File: src/rtl/oscu_pkg.sv
// Shared types and default widths for the OSCU address sequencer.
package oscu_pkg;

  localparam int unsigned OSCU_NUM_CNT_BITS = 7;
  localparam int unsigned OSCU_STEP_BITS    = 3;
  localparam int unsigned OSCU_WRAP_BITS    = 4;

  // Encoding matches the raw 2-bit mode input: bit1 = down, bit0 = one-shot.
  typedef enum logic [1:0] {
    WRAP_UP      = 2'b00,
    ONESHOT_UP   = 2'b01,
    WRAP_DOWN    = 2'b10,
    ONESHOT_DOWN = 2'b11
  } cnt_mode_t;

  function automatic logic mode_is_up(input cnt_mode_t m);
    return (m == WRAP_UP) || (m == ONESHOT_UP);
  endfunction

  function automatic logic mode_is_oneshot(input cnt_mode_t m);
    return (m == ONESHOT_UP) || (m == ONESHOT_DOWN);
  endfunction

endpackage

File: src/rtl/oscu_step_sat.sv
// Combinational next-address computation: step toward rollover_value,
// clamping on the terminal value instead of wrapping modulo 2^N.
module oscu_step_sat
  import oscu_pkg::*;
#(
  parameter int unsigned NUM_CNT_BITS = OSCU_NUM_CNT_BITS,
  parameter int unsigned STEP_BITS    = OSCU_STEP_BITS
) (
  input  logic [NUM_CNT_BITS-1:0] count,
  input  logic [NUM_CNT_BITS-1:0] rollover_value,
  input  logic [STEP_BITS-1:0]    step,
  input  logic                    up,
  output logic [NUM_CNT_BITS-1:0] next_count
);

  logic [NUM_CNT_BITS:0] count_ext;
  logic [NUM_CNT_BITS:0] roll_ext;
  logic [NUM_CNT_BITS:0] step_ext;
  logic [NUM_CNT_BITS:0] sum;
  logic [NUM_CNT_BITS:0] diff;

  assign count_ext = {1'b0, count};
  assign roll_ext  = {1'b0, rollover_value};
  assign step_ext  = (NUM_CNT_BITS+1)'(step);
  assign sum       = count_ext + step_ext;
  assign diff      = count_ext - step_ext;

  // Extra bit catches overflow (up) and borrow (down); either clamps to rollover.
  always_comb begin
    next_count = count;
    if (step != '0) begin
      if (up) begin
        if (sum > roll_ext) next_count = rollover_value;
        else                next_count = sum[NUM_CNT_BITS-1:0];
      end else begin
        if (diff[NUM_CNT_BITS] || (diff < roll_ext)) next_count = rollover_value;
        else                                         next_count = diff[NUM_CNT_BITS-1:0];
      end
    end
  end

endmodule

File: src/rtl/oscu_addr_sequencer.sv
// Address sequencer: steps count_out toward rollover_value, then wraps to
// start_value (wrap modes) or stops with a sticky done (one-shot modes).
module oscu_addr_sequencer
  import oscu_pkg::*;
#(
  parameter int unsigned             NUM_CNT_BITS = OSCU_NUM_CNT_BITS,
  parameter int unsigned             STEP_BITS    = OSCU_STEP_BITS,
  parameter int unsigned             WRAP_BITS    = OSCU_WRAP_BITS,
  parameter logic [NUM_CNT_BITS-1:0] RESET_VAL    = '0
) (
  input  logic                    clk2,
  input  logic                    NReset,
  input  logic                    clear,
  input  logic                    count_enable,
  input  logic [1:0]              mode,
  input  logic [NUM_CNT_BITS-1:0] start_value,
  input  logic [NUM_CNT_BITS-1:0] rollover_value,
  input  logic [STEP_BITS-1:0]    step,
  output logic [NUM_CNT_BITS-1:0] count_out,
  output logic                    rollover_flag,
  output logic                    wrap_pulse,
  output logic                    done,
  output logic [WRAP_BITS-1:0]    wrap_count
);

  cnt_mode_t                 cur_mode;
  logic                      is_up;
  logic                      is_oneshot;
  logic                      terminal;
  logic [NUM_CNT_BITS-1:0]   next_count;

  assign cur_mode      = cnt_mode_t'(mode);
  assign is_up         = mode_is_up(cur_mode);
  assign is_oneshot    = mode_is_oneshot(cur_mode);
  assign terminal      = (count_out == rollover_value);
  assign rollover_flag = terminal;

  oscu_step_sat #(
    .NUM_CNT_BITS(NUM_CNT_BITS),
    .STEP_BITS   (STEP_BITS)
  ) u_step_sat (
    .count         (count_out),
    .rollover_value(rollover_value),
    .step          (step),
    .up            (is_up),
    .next_count    (next_count)
  );

  // Sequencer state: clear beats enable; a finished one-shot ignores enable.
  always_ff @(posedge clk2 or negedge NReset) begin
    if (!NReset) begin
      count_out  <= RESET_VAL;
      wrap_pulse <= 1'b0;
      done       <= 1'b0;
      wrap_count <= '0;
    end else begin
      wrap_pulse <= 1'b0;
      if (clear) begin
        count_out  <= start_value;
        done       <= 1'b0;
        wrap_count <= '0;
      end else if (count_enable && !(is_oneshot && done)) begin
        if (terminal) begin
          if (is_oneshot) begin
            done <= 1'b1;
          end else begin
            count_out  <= start_value;
            wrap_pulse <= 1'b1;
            if (wrap_count != '1) wrap_count <= wrap_count + 1'b1;
          end
        end else begin
          count_out <= next_count;
        end
      end
    end
  end

endmodule

File: config.mk
export PLATFORM = sky130hd
export DESIGN_NAME = oscu_addr_sequencer
export DESIGN_NICKNAME = d
export VERILOG_FILES = /design/src/rtl/oscu_pkg.sv /design/src/rtl/oscu_step_sat.sv /design/src/rtl/oscu_addr_sequencer.sv
export SDC_FILE = /design/constraint.sdc
export NUM_CORES = 1
export LEC_CHECK = 0
export CELL_PAD_IN_SITES_DETAIL_PLACEMENT = 1
export CELL_PAD_IN_SITES_GLOBAL_PLACEMENT = 1
export CORE_ASPECT_RATIO = 2
export CORE_UTILIZATION = 39
export CTS_CLUSTER_DIAMETER = 40
export DETAILED_ROUTE_END_ITERATION = 10
export PLACE_DENSITY = 0.77
export SLEW_MARGIN = 10
export SYNTH_ARGS = -nofsm -noshare
export SYNTH_HDL_FRONTEND = slang
export SYNTH_SLANG_ARGS = --single-unit
export TNS_END_PERCENT = 50
File: constraint.sdc
create_clock -name clk2 -period 4.1 [get_ports clk2]
set_input_delay 0.41 -clock clk2 [delete_from_list [all_inputs] [get_ports clk2]]
set_output_delay 0.41 -clock clk2 [all_outputs]
set_load 0.02 [all_outputs]
==> results.md, run 1 <==
- Worst VDD drop: 179 uV
- TritonCTS clock tree: done
- CP Buf/Inv Count: 2
- Global-route usage over all layers: 25.7%
- Syn Std Cell Area: 1730 um2
- Global-route wire length before repair: 8890 um
- Area grow syn2layout: 23.4%
- Pwr dens: 374 nW/um2
- Vias in the first global route: 1791
- RSZ-0062 raised after global routing: no
- Overflow after GRT: 0
- Leak pwr: 0.870 nW
- Register clock-pin slew on the reported worst setup and hold paths: 0.06 ns
- Arr. time, crit path: 3.72 ns
- Post-synthesis adder-cell area fraction: 16.8%
- Complex-gate fraction of the synthesized area: 23.6%
- Finish-stage setup viols: 0
- Slowest Stage Delay on Critical Path: 0.58 ns
- Vias: 1606
- Simple-gate portion of the synthesized area: 20.4%
- Status: completed
- Fillcell total: 481
- Cts hold-fix bufs: 0
- Worst reg-to-reg setup slack: 0.84 ns
- Worst slew margin: 55.2%
- Worst Tran Pin Value: 0.670 ns
- Post-CTS Setup Repair Bufs: 0
- Synth area leaders: dfrtp_1, ha_1, a21oi_1
- Syn nets: 234
- Distinct cells, synth: 55
- Worst Hold Class: input port to async pin
- H-tree depth: 1
- Top cell type by total area after synthesis: dfrtp_1
- Initial Util: 41.4%
- Placed insts: 270
- HPWL after DPL: 4620 um
- Final worst-path cycle share: 86.7%
- Post-synthesis sequential area ratio: 18.8%
- Place WS: 0.279 ns
- Mean routed wirelength per cell: 19.9 um
- Core area: 4170 um2
- Mean Syn Cell Area: 9.14 um2
- Most common cell after layout, fill and taps aside: clkdlybuf4s50_1
- Fraction of layout cells with a size suffix above 1: 9.91%
- Max clock buf depth: 2
- Worst Setup Slack, final: 0.546 ns
- Clock Latency Late Sink: 0.25 ns
- Yosys Warn Count: 0
- Initial antenna violation count: 0
- Drt total wl: 5460 um
- Nets: 268
- Gate count after technology mapping: 189
- CP required: 4.27 ns
- Total CTS buffers: 3
- # diodes: 0
- Core Util, Final: 51.1%
- Top cell type's share of synthesized area: 18.8%
- CP Max Fanout: 6
- Site Rows: 33
- Number of port buffers: 36
- Startpoint Class: input port
- Critical path endpoint category: flip-flop
- CTS root buf: clkbuf_8
- Critical path's top delay family: simple AND/OR/NAND/NOR gates
- I/O pin total: 37
- Largest family of logic cells by synthesized area: compound AO/OA/AOI/OAI gates
- Largest net degree at the start of global routing: 14
- Slowest stage cell, crit path: clkdlybuf4s50_1
- Final Max Slew Viols: 0
- Crit-path cells: clkdlybuf4s50_1 > inv_1 > ha_1 > nand2b_1 > a21oi_1 > xor2_1 > ha_1 > and4_1 > a211oi_1 > nand2b_1 > mux2_2 > a31oi_1
- DRT iter0 DRCs: 32
- FFs w/ async S/R, synth: 100%
- Non-Filler Instances: 274
- DRC Markers: 0
- Setup TNS: 0 ns
- Die W: 49.1 um
- Most frequent cells in the layout: clkdlybuf4s50_1, ha_1, a21oi_1
- Most used flip-flop cell after synthesis: dfrtp_1
- DR pass1 iterations: 4
- Clock Skews: 0.00615 ns
- Max Cap Violations: 0
- DR vias/cell: 5.86
- Cts repair resizes: 0
- Number of synthesized flops with an enable pin: 0
- Final Hold Vio Count: 0
- Final antenna-violating net count: 0
- Die height: 96.1 um
- Clock period minus worst slack: 3.55 ns
- Post-Synth XOR/XNOR Area: 9.57%
- Multiplexer share of the synthesized area: 3.55%
- Die ar.: 4710 um2
- Critical Setup Path Class: input port to flip-flop
- Yosys reg bits: 13
- Hold Slack: 0.564 ns
- Global placement routability congestion: 0.896
- Clk sinks: 13
- Fmax: 281 MHz
-- cells by family after synthesis --
logic type	Yosys count
AND/OR/NAND/NOR	56
AO/OA/AOI/OAI	53
adder cells (fa/ha/maj)	22
buffers and inverters	21
XOR/XNOR	18
flip-flops	13
multiplexers	6
-- state kept, by name (all words and copies together), names as in the netlist --
signal and count:
wrap_count 4, count_out 7, wrap_pulse 1, done 1
-- power breakdown --
group,switching (mW),total [mW],leakage [nW],internal (mW)
combinational,0.274,0.499,0.686,0.224
sequential,0.0363,0.177,0.162,0.140
clock,0.0522,0.121,0.0228,0.0689
total,0.363,0.796,0.870,0.433
-- cell type report --
cell class                 count  area [um2]  share of cell area, %
clock buffer                   4        45.0                   2.11
sequential                    13         325                   15.3
timing repair buffer          38         375                   17.6
tap                           52        65.1                   3.05
multi-input combinational    155        1270                   59.8
inverter                      12        45.0                   2.11
-- through the flow --
step                      power, mW  cell area [um2]
final                         0.796             2130
after global routing          0.859             2130
after CTS                     0.805             2130
after detailed placement      0.676             2090
after global placement        0.670             2090
after floorplan               0.547             1730
-- worst paths after layout --
path,from,endpoint,cells past startpoint
setup / recovery,step[1],count_out[5]$_DFFE_PN0P_,12
setup reg to reg,count_out[0]$_DFFE_PN0P_,count_out[4]$_DFFE_PN0P_,12
hold / removal,NReset,done$_DFFE_PN0P_,1
max in group asynchronous,NReset,count_out[6]$_DFFE_PN0P_,1
hold reg to reg,wrap_count[1]$_DFFE_PN0P_,wrap_count[1]$_DFFE_PN0P_,2
min in group clk2,wrap_count[1]$_DFFE_PN0P_,wrap_count[1]$_DFFE_PN0P_,2
-- synthesized netlist by cell type (2+ instances only) --
cell      instances
ha_1             20
a21oi_1          19
dfrtp_1          13
inv_1            12
xnor2_1          10
nand2_1           9
nand3_1           7
o22ai_1           7
xor2_1            7
nand2b_1          6
nor3_1            6
mux2i_1           5
nor2_1            4
nor2b_1           4
a211oi_1          3
a221oi_1          3
a31oi_1           3
and3_1            3
buf_6             3
o21ai_0           3
and4_1            2
and4b_1           2
clkbuf_1          2
clkbuf_8          2
fa_1              2
o211ai_1          2
o311ai_0          2
-- per-layer routing --
layer	track usage [%]	vias to the layer above	routed length (um)
met2	52.8	45	3160
met5	0	-	0
met1	23.7	783	1970
met3	1.90	16	107
li1	-	762	-
met4	15.4	0	229
(Power assumes the default switching activity.)
==> inputs of run 2 (changes only) <==
Settings changed: TNS_END_PERCENT 50 to 5.
==> results of run 2 <==
Final layout, timing and power as in run 1 (identical DEF).
==> inputs of run 3 (changes only) <==
Settings changed: CORE_UTILIZATION 39 to 40, CTS_BUF_LIST set to sky130_fd_sc_hd__clkbuf_4 sky130_fd_sc_hd__clkbuf_8, PLACE_DENSITY 0.77 to 0.79.
==> run 3 against run 2 <==
  * Critical path depth is the same
  * Cell area grew 0.18%
  * Highest routed layer unchanged
  * Via count grew 4.4%
  * First-iteration DRC count down 44%
  * Total power up 3.0%
  * Clock power grew 7%
  * Die area down 2.4%
  * Clock-buffer cell count did not move
  * Wire length increased by 13%
  * Hold slack lost 0.011 ns
  * Largest power group unchanged
  * Clock skew grew 0.0057 ns
  * Sequential share of layout area about the same
==> results.md, run 3 (synthesized netlist as in run 1, its figures left out) <==
- Worst VDD drop: 188 uV (+4.7%)
- RSZ-0062 raised after global routing: no
- Fraction of layout cells with a size suffix above 1: 10.4% (+0.45 points)
- Pwr dens: 384 nW/um2 (+2.8%)
- Vias: 1677 (+4.4%)
- Overflow after GRT: 0 (unchanged)
- # diodes: 0 (unchanged)
- DRT iter0 DRCs: 18 (-44%)
- Critical path endpoint category: flip-flop
- Final worst-path cycle share: 90.1% (+3.4 points)
- Mean routed wirelength per cell: 22.4 um (+13%)
- Largest net degree at the start of global routing: 14 (unchanged)
- Final Hold Vio Count: 0 (unchanged)
- Leak pwr: 0.874 nW (+0.39%)
- Startpoint Class: input port
- Crit Reg-Reg Endpoint: count_out[5]$_DFFE_PN0P_
- Final antenna-violating net count: 0 (unchanged)
- Status: completed
- Total CTS buffers: 3 (unchanged)
- Site Rows: 33 (unchanged)
- Most common cell after layout, fill and taps aside: clkdlybuf4s50_1
- Max clock buf depth: 2 (unchanged)
- DRC Markers: 0 (unchanged)
- Final Max Slew Viols: 0 (unchanged)
- Die height: 94.9 um (-1.2%)
- WL met3: 146 um (+36%)
- Worst Setup Slack, final: 0.406 ns (-0.141 ns)
- Worst Tran Pin Value: 0.689 ns (+0.0191 ns)
- Cts repair resizes: 0 (unchanged)
- Finish-stage setup viols: 0 (unchanged)
- Register clock-pin slew on the reported worst setup and hold paths: 0.07 ns (about the same)
- Most frequent cells in the layout: clkdlybuf4s50_1, ha_1, a21oi_1
- Largest regs: count_out x7, wrap_count x4
- Setup TNS: 0 ns (unchanged)
- Routed wl met2: 3410 um (+8.2%)
- CTS root buf: clkbuf_8
- Die W: 48.5 um (-1.2%)
- Global placement routability congestion: 0.952 (+6.2%)
- Critical Setup Path Class: input port to flip-flop
- Place WS: 0.153 ns (-0.126 ns)
- Number of port buffers: 36 (unchanged)
- Worst reg-to-reg setup slack: 0.70 ns (-0.14 ns)
- Worst Hold Class: input port to async pin
- HPWL after DPL: 4960 um (+7.4%)
- Die ar.: 4600 um2 (-2.4%)
- Vias in the first global route: 1903 (+6.3%)
- Fmax: 271 MHz (-3.8%)
- Clk sinks: 13 (unchanged)
- Worst slew margin: 53.7% (-1.5 points)
- Reg2reg start: count_out[0]$_DFFE_PN0P_
- Top reg by flops: count_out
- Max reg flops: 7 (unchanged)
- Uppermost layer routed: met4
- H-tree depth: 1 (unchanged)
- CP required: 4.26 ns (about the same)
- Global-route wire length before repair: 9760 um (+9.9%)
- Drt total wl: 6150 um (+13%)
- Initial Util: 41.8% (+0.41 points)
- Initial antenna violation count: 0 (unchanged)
- Global-route usage over all layers: 28.9% (+3.2 points)
- Clock Latency Late Sink: 0.25 ns (about the same)
- Clock Skews: 0.0118 ns (+0.00569 ns)
- Post-CTS Setup Repair Bufs: 0 (unchanged)
- Max Cap Violations: 0 (unchanged)
- Area grow syn2layout: 23.6%
- I/O pin total: 37 (unchanged)
- DR vias/cell: 6.12 (+4.4%)
- Nets: 268 (unchanged)
- TritonCTS clock tree: done
- DR pass1 iterations: 4 (unchanged)
- Clock period minus worst slack: 3.69 ns (+0.141 ns)
- FF-to-FF path depth: 11 (-1)
- Arr. time, crit path: 3.85 ns (+0.13 ns)
- CP Max Fanout: 6 (unchanged)
- Routed met1 length: 2170 um (+10%)
- Cts hold-fix bufs: 0 (unchanged)
- Core area: 4130 um2 (-0.99%)
## run 3: cell type report
type | instances | area, um2
Sequential cell | 13 | 325
Timing Repair Buffer | 38 | 375
Fill cell | 494 | 1990
Multi-Input combinational cell | 155 | 1270
Clock buffer | 4 | 48.8
Inverter | 12 | 45.0
Tap cell | 52 | 65.1
## run 3: stage by stage
stage | power (mW) | cells | cell area (um2) | util, % | hold WS [ns]
2_1_floorplan | 0.547 | 189 | 1730 | - | 0.114
3_3_place_gp | 0.669 | 270 | 2090 | 50.5 | 0.541
3_5_place_dp | 0.682 | 270 | 2090 | 50.5 | 0.573
4_1_cts | 0.819 | 274 | 2130 | 51.7 | 0.572
5_1_grt | 0.873 | 274 | 2130 | 51.7 | 0.597
6_report | 0.820 | 274 | 2130 | 51.7 | 0.553
## run 3: where the power goes
part | total, mW | leakage, nW | switching, mW | internal [mW]
registers | 0.179 | 0.162 | 0.0384 | 0.140
clock network | 0.129 | 0.0262 | 0.0535 | 0.0755
logic | 0.512 | 0.686 | 0.287 | 0.225
total | 0.820 | 0.874 | 0.379 | 0.441
## run 3: worst max path at each step
| stage | from | cells past startpoint | to | slack, ns |
|---|---|---|---|---|
| finish | step[1] | 12 | count_out[5]$_DFFE_PN0P_ | 0.41 |
| global route | step[1] | 12 | count_out[5]$_DFFE_PN0P_ | 0.27 |
| CTS | step[1] | 12 | count_out[5]$_DFFE_PN0P_ | 0.41 |
| detailed placement | step[1] | 12 | count_out[5]$_DFFE_PN0P_ | 0.15 |
| global placement | step[1] | 12 | count_out[6]$_DFFE_PN0P_ | 0.29 |
| floorplan | count_out[0]$_DFFE_PN0P_ | 12 | count_out[0]$_DFFE_PN0P_ | 1.07 |
## run 3: metal layers
metal  vias to the layer above  GRT usage (%)
met5                         -              0
met4                         0           23.5
met3                        30           4.35
met2                        58           55.6
met1                       823           26.1
li1                        766              -
## run 3: critical path, cell delays in order
cell	delay [ns]
clkdlybuf4s50_1	0.57
inv_1	0.12
ha_1	0.32
nand2b_1	0.16
a21oi_1	0.26
xor2_1	0.26
ha_1	0.31
and4_1	0.20
a211oi_1	0.25
nand2b_1	0.40
mux2_2	0.39
a31oi_1	0.19
